**config.mk**
```make
export PLATFORM = sky130hd
export DESIGN_NAME = uart_cmd_responder
export DESIGN_NICKNAME = d
export VERILOG_FILES = /design/src/rtl/uart_cmd_pkg.sv /design/src/rtl/uart_cmd_responder.sv
export SDC_FILE = /design/constraint.sdc
export NUM_CORES = 1
export LEC_CHECK = 0
export CAP_MARGIN = 30
export CORE_MARGIN = 3
export CORE_UTILIZATION = 45
export CTS_BUF_LIST = sky130_fd_sc_hd__clkbuf_8 sky130_fd_sc_hd__clkbuf_16
export DETAILED_ROUTE_END_ITERATION = 8
export PLACE_DENSITY = 0.65
export SLEW_MARGIN = 10
export SYNTH_ARGS = -nofsm -noshare
export SYNTH_HDL_FRONTEND = slang
export SYNTH_SLANG_ARGS = --single-unit
```
**constraint.sdc**
```tcl
create_clock -name clk -period 2.3 [get_ports clk]
set_clock_uncertainty 0.1 [all_clocks]
set_input_delay 0.46 -clock clk [delete_from_list [all_inputs] [get_ports clk]]
set_output_delay 0.46 -clock clk [all_outputs]
set_load 0.02 [all_outputs]
```
**src/rtl/uart_cmd_pkg.sv**
```systemverilog
// Shared definitions for the uart command responder.
//  - state_t      : responder FSM states
//  - *_BYTE_C     : default frame marker and reply byte values
//  - CMD_WR_BIT   : position of the write/read flag inside the CMD byte
//  - sat_inc8     : saturating 8-bit increment used by the error counter
package uart_cmd_pkg;

  typedef enum logic [2:0] {
    S_IDLE    = 3'd0,
    S_CMD     = 3'd1,
    S_DATA    = 3'd2,
    S_CHK     = 3'd3,
    S_EXEC    = 3'd4,
    S_SEND    = 3'd5,
    S_WAIT_HI = 3'd6,
    S_WAIT_LO = 3'd7
  } state_t;

  localparam logic [7:0] SYNC_BYTE_C = 8'hA5;
  localparam logic [7:0] ACK_BYTE_C  = 8'h06;
  localparam logic [7:0] NAK_BYTE_C  = 8'h15;

  localparam int CMD_WR_BIT = 7;

  // Counter increment that sticks at 8'hFF instead of wrapping.
  function automatic logic [7:0] sat_inc8(input logic [7:0] v);
    logic [7:0] r;
    if (v == 8'hFF) begin
      r = 8'hFF;
    end else begin
      r = v + 8'h01;
    end
    return r;
  endfunction

endpackage

```
**src/rtl/uart_cmd_responder.sv**
```systemverilog
// Register-access responder behind a uart byte link.
// Parses SYNC / CMD / [DATA] / CHK frames from the receiver, performs one
// register write or read per frame and replies ACK, ACK+data or NAK through
// the transmitter handshake.
// Ports:
//  clk, rst_n          clock, synchronous active-low reset
//  rx_valid/rx_data    received byte strobe and value
//  rx_err              receiver framing error strobe
//  tx_start/tx_data    transmit request pulse and byte (held until tx_busy falls)
//  tx_busy             transmitter busy
//  reg_we/reg_re       one-cycle register write/read strobes
//  reg_addr/reg_wdata  register address and write data
//  reg_rdata           combinational register read data for reg_addr
//  err_count           saturating count of aborted or NAKed frames
module uart_cmd_responder
  import uart_cmd_pkg::*;
#(
  parameter int          ADDR_W      = 4,
  parameter int          TIMEOUT_CYC = 12000,
  parameter logic [7:0]  SYNC_BYTE   = SYNC_BYTE_C,
  parameter logic [7:0]  ACK_BYTE    = ACK_BYTE_C,
  parameter logic [7:0]  NAK_BYTE    = NAK_BYTE_C
) (
  input  logic              clk,
  input  logic              rst_n,
  input  logic              rx_valid,
  input  logic [7:0]        rx_data,
  input  logic              rx_err,
  output logic              tx_start,
  output logic [7:0]        tx_data,
  input  logic              tx_busy,
  output logic              reg_we,
  output logic              reg_re,
  output logic [ADDR_W-1:0] reg_addr,
  output logic [7:0]        reg_wdata,
  input  logic [7:0]        reg_rdata,
  output logic [7:0]        err_count
);

  localparam int             TMO_W    = $clog2(TIMEOUT_CYC + 1);
  localparam logic [TMO_W-1:0] TMO_LAST = TMO_W'(TIMEOUT_CYC - 1);

  state_t              state_r,     state_s;
  logic [7:0]          cmd_r,       cmd_s;
  logic [7:0]          data_r,      data_s;
  logic                chk_ok_r,    chk_ok_s;
  logic [7:0]          rdata_r,     rdata_s;
  logic                idx_r,       idx_s;
  logic [TMO_W-1:0]    tmo_r,       tmo_s;
  logic [7:0]          err_r,       err_s;
  logic                tx_start_r,  tx_start_s;
  logic [7:0]          tx_data_r,   tx_data_s;
  logic                reg_we_r,    reg_we_s;
  logic                reg_re_r,    reg_re_s;
  logic [ADDR_W-1:0]   reg_addr_r,  reg_addr_s;
  logic [7:0]          reg_wdata_r, reg_wdata_s;
  logic [7:0]          chk_exp_s;
  logic                two_bytes_s;

  // Next-state, datapath and output computation for the frame/reply FSM.
  always_comb begin
    state_s     = state_r;
    cmd_s       = cmd_r;
    data_s      = data_r;
    chk_ok_s    = chk_ok_r;
    rdata_s     = rdata_r;
    idx_s       = idx_r;
    tmo_s       = {TMO_W{1'b0}};
    err_s       = err_r;
    tx_start_s  = 1'b0;
    tx_data_s   = tx_data_r;
    reg_we_s    = 1'b0;
    reg_re_s    = 1'b0;
    reg_addr_s  = reg_addr_r;
    reg_wdata_s = reg_wdata_r;
    chk_exp_s   = cmd_r[CMD_WR_BIT] ? (cmd_r ^ data_r) : cmd_r;
    // Only successful reads carry a second (data) reply byte.
    two_bytes_s = chk_ok_r & ~cmd_r[CMD_WR_BIT];

    case (state_r)
      S_IDLE: begin
        if (rx_valid && !rx_err && (rx_data == SYNC_BYTE)) begin
          state_s = S_CMD;
        end else begin
          state_s = S_IDLE;
        end
      end

      S_CMD, S_DATA, S_CHK: begin
        // A framing error beats a same-cycle byte; silence aborts the frame.
        if (rx_err || (!rx_valid && (tmo_r == TMO_LAST))) begin
          state_s = S_IDLE;
          err_s   = sat_inc8(err_r);
        end else if (rx_valid) begin
          if (state_r == S_CMD) begin
            cmd_s   = rx_data;
            state_s = rx_data[CMD_WR_BIT] ? S_DATA : S_CHK;
          end else if (state_r == S_DATA) begin
            data_s  = rx_data;
            state_s = S_CHK;
          end else begin
            // Strobes are registered here so they appear the cycle after CHK.
            chk_ok_s    = (rx_data == chk_exp_s);
            reg_addr_s  = cmd_r[ADDR_W-1:0];
            reg_wdata_s = data_r;
            reg_we_s    = (rx_data == chk_exp_s) &  cmd_r[CMD_WR_BIT];
            reg_re_s    = (rx_data == chk_exp_s) & ~cmd_r[CMD_WR_BIT];
            if (rx_data == chk_exp_s) begin
              err_s = err_r;
            end else begin
              err_s = sat_inc8(err_r);
            end
            state_s = S_EXEC;
          end
        end else begin
          tmo_s = tmo_r + {{(TMO_W-1){1'b0}}, 1'b1};
        end
      end

      S_EXEC: begin
        // reg_re is high this cycle, so reg_rdata belongs to reg_addr.
        rdata_s = reg_rdata;
        idx_s   = 1'b0;
        state_s = S_SEND;
      end

      S_SEND: begin
        if (!tx_busy) begin
          tx_start_s = 1'b1;
          if (idx_r) begin
            tx_data_s = rdata_r;
          end else begin
            tx_data_s = chk_ok_r ? ACK_BYTE : NAK_BYTE;
          end
          state_s = S_WAIT_HI;
        end else begin
          state_s = S_SEND;
        end
      end

      S_WAIT_HI: begin
        if (tx_busy) begin
          state_s = S_WAIT_LO;
        end else begin
          state_s = S_WAIT_HI;
        end
      end

      S_WAIT_LO: begin
        if (!tx_busy) begin
          if (two_bytes_s && !idx_r) begin
            idx_s   = 1'b1;
            state_s = S_SEND;
          end else begin
            state_s = S_IDLE;
          end
        end else begin
          state_s = S_WAIT_LO;
        end
      end

      default: begin
        state_s = S_IDLE;
      end
    endcase
  end

  // State and output registers with synchronous reset.
  always_ff @(posedge clk) begin
    if (!rst_n) begin
      state_r     <= S_IDLE;
      cmd_r       <= 8'h00;
      data_r      <= 8'h00;
      chk_ok_r    <= 1'b0;
      rdata_r     <= 8'h00;
      idx_r       <= 1'b0;
      tmo_r       <= {TMO_W{1'b0}};
      err_r       <= 8'h00;
      tx_start_r  <= 1'b0;
      tx_data_r   <= 8'h00;
      reg_we_r    <= 1'b0;
      reg_re_r    <= 1'b0;
      reg_addr_r  <= {ADDR_W{1'b0}};
      reg_wdata_r <= 8'h00;
    end else begin
      state_r     <= state_s;
      cmd_r       <= cmd_s;
      data_r      <= data_s;
      chk_ok_r    <= chk_ok_s;
      rdata_r     <= rdata_s;
      idx_r       <= idx_s;
      tmo_r       <= tmo_s;
      err_r       <= err_s;
      tx_start_r  <= tx_start_s;
      tx_data_r   <= tx_data_s;
      reg_we_r    <= reg_we_s;
      reg_re_r    <= reg_re_s;
      reg_addr_r  <= reg_addr_s;
      reg_wdata_r <= reg_wdata_s;
    end
  end

  assign tx_start  = tx_start_r;
  assign tx_data   = tx_data_r;
  assign reg_we    = reg_we_r;
  assign reg_re    = reg_re_r;
  assign reg_addr  = reg_addr_r;
  assign reg_wdata = reg_wdata_r;
  assign err_count = err_r;

endmodule

```
==> metrics.cfg <==
[min_path]
worstHoldStart = rdata_r[0]
min_path_type = reg -> reg
whs_path_depth = 2
min_to = rdata_r[0]

[timing]
hold_slack_ps = 359
finalMaxSlewViolations = 0
worstMarginPinSlew_ps = 395
hold_viol = 0
rsz0062_at_grt = false
period_minus_slack_ps = 2230
min_period_over_period = 0.968
setup_viol = 0
timing.fmax_mhz = 449
max_slew_margin = 0.736

[setup_path]
arrival_ps = 2400
crit_fanout = 8
rr_worst_depth = 8
regToRegEndpoint = err_count[1]
critPathLaunchType = input pin
required_ps = 2480
critPathCaptureType = flop
regToRegSetupSlack_ps = 140
critical_path_class = in -> reg
worstReg2RegStart = cmd_r[7]

[power_and_ir_drop]
switching_share = 0.213
leakage_nw = 1.51
power_density_mw_per_mm2 = 572
p_comb_frac = 0.057
irDropWorstVdd_mv = 0.521
finalPower_mw = 2.55
clkPwrFrac = 0.440
p_seq_frac = 0.502
internal_power_mw = 2.01
power.switching_mw = 0.544

[placed_design]
gp_congestion = 0.867
dp_hpwl_mm = 5.60
numPortBuffers = 51
place_inst = 566
dpl_cell_area_mm2 = 0.00420

[clocking]
cts_resized = 0
cts_max_path_buffers = 2
cts_tree = done
cts_htree_levels = 3
cts_made_buffers = 9
clock-sinks = 74
clockRootBuffer = clkbuf_8
cts-hold-fix-buffers = 0
clock_latency_ps = 340
path_clk_slew_ps = 80
post_cts.repair.setup_buffers = 0

[route]
wire_per_inst_um = 13.2
first_iter_violations = 88
routed_via_density = 5.15
ant_nets = 0
first_pass_iters = 4
wirelength_mm = 7.67
drc = 0
via_count = 3000

[grt]
grt_util_all_layers = 0.190
grt_overflow_total = 0
grt_first_pass_wirelength_mm = 13.4
grt_max_degree = 29
grt_pass1_vias = 2829
antenna_found_initial = 0

[final_layout]
fillCellCount = 651
multi_input_area_mm2 = 0.00180
final_cell_area_mm2 = 0.00445
regArea_mm2 = 0.00148
stdcell_count = 582
final_util = 0.634
layout.nets = 504
drive_gt1_frac = 0.111
n_antenna_cell = 0
area_growth_pct = 31.7

[synth]
synth_common_cells = 91 x nand2_1, 74 x dfxtp_1, 43 x a21boi_0
ys.flop_type = dfxtp_1
synth_top_area_frac = 0.438
syn_area_mm2 = 0.00338
synth_nets = 433
syn-instance-count = 410
synth_area_per_cell_um2 = 8.25
synth-async-reset-ratio = 0
yosys-top-cells-area = dfxtp_1 44%, nand2_1 10%, a21boi_0 9.5%, nand3_1 4.9%, xnor2_1 4.7%
synthDistinctLibCells = 44
yosysWarningCount = 0
synth_largest_area_cell = dfxtp_1
synth-seq-cells = 74
synth_edf_count = 0
yosysSeqAreaShare = 0.438
synth.most_common_cell = nand2_1

[die]
dieHeight_um = 92.7
core_mm2 = 0.00702
die_w_um = 92.7
start_util = 0.482
ioPinCount = 52
num_rows = 30
die_area_mm2 = 0.00859

[flow_run]
drv_cap = 0

[status]
outcome = completed

## cells in the final DEF (no fill, tap or decap), drive strengths merged, types with 3 or more instances in the layout
cell / instances
o21ai: 3
dfxtp: 74
clkdlybuf4s50: 50
a21boi: 44
nand4: 7
nand2b: 6
and2: 3
and3: 5
a21oi: 8
xor2: 8
xnor2: 18
nor4b: 3
nand2: 91
nor3: 3
inv: 9
nand3b: 3
o221a: 6
nand3: 33
clkbuf: 10
nor2b: 5
nor2: 32
buf: 32
## registers in the layout, summed over array words and instances (netlist names)
name       count
reg_addr       4
reg_we         1
err_count      8
state_r        3
rdata_r        8
chk_ok_r       1
data_r         8
reg_wdata      8
tmo_r         14
tx_data        8
idx_r          1
cmd_r          8
reg_re         1
tx_start       1
## layer usage
| metal | vias up | GRT usage | wire length (um) |
|---|---|---|---|
| met5 | - | 0 | 0 |
| met4 | 0 | 0.0537 | 95 |
| met3 | 8 | 0.0520 | 398 |
| met2 | 68 | 0.299 | 3530 |
| met1 | 1377 | 0.257 | 3640 |
| li1 | 1547 | - | - |
## how the worst max path moves through the flow
stage                    to        from
2_1_floorplan  err_count[6]    tmo_r[0]
3_3_place_gp   err_count[3]  rx_data[7]
3_5_place_dp   err_count[6]  rx_data[1]
4_1_cts        err_count[1]  rx_data[7]
5_1_grt        err_count[1]  rx_data[5]
6_report       err_count[6]  rx_data[1]
## cell type report
| type | count | share of cell area |
|---|---|---|
| multi-input cells | 305 | 0.405 |
| flip-flops and latches | 74 | 0.333 |
| clock inverters | 6 | 0.0199 |
| clock buffers | 10 | 0.0309 |
| inverters | 8 | 0.00674 |
| repair buffers | 83 | 0.178 |
| well taps | 96 | 0.0270 |
## power by group through the flow
stage,Sequential (mW),Combinational [mW],Clock (mW)
2_1_floorplan,1.31,0.0582,0
3_3_place_gp,1.31,0.143,0
3_5_place_dp,1.31,0.143,0
4_1_cts,1.28,0.144,1.16
5_1_grt,1.28,0.157,1.20
6_report,1.28,0.147,1.12
## worst max-delay path, stage by stage
cell             delay [ps]
clkdlybuf4s50_1         470
xnor2_2                 180
o211ai_1                100
o311a_1                 260
o41ai_4                  90
buf_12                  150
a2111oi_2               350
buf_4                   170
mux2i_1                 160
## logic make-up after synthesis
family	Yosys count	synth area share
compound gates	77	0.180
xor+xnor	26	0.0674
fa+ha+maj	2	0.00740
buf+inv	31	0.0352
flops	74	0.438
mux	1	0.00296
simple gates	199	0.269
## metrics by stage
stage	setup TNS [ps]	worst slack (ps)
2_1_floorplan	0	327
3_5_place_dp	-2530	-333
3_3_place_gp	-2310	-308
4_1_cts	0	20.9
5_1_grt	0	15.1
6_report	0	72.9
(Power assumes the default switching activity.)
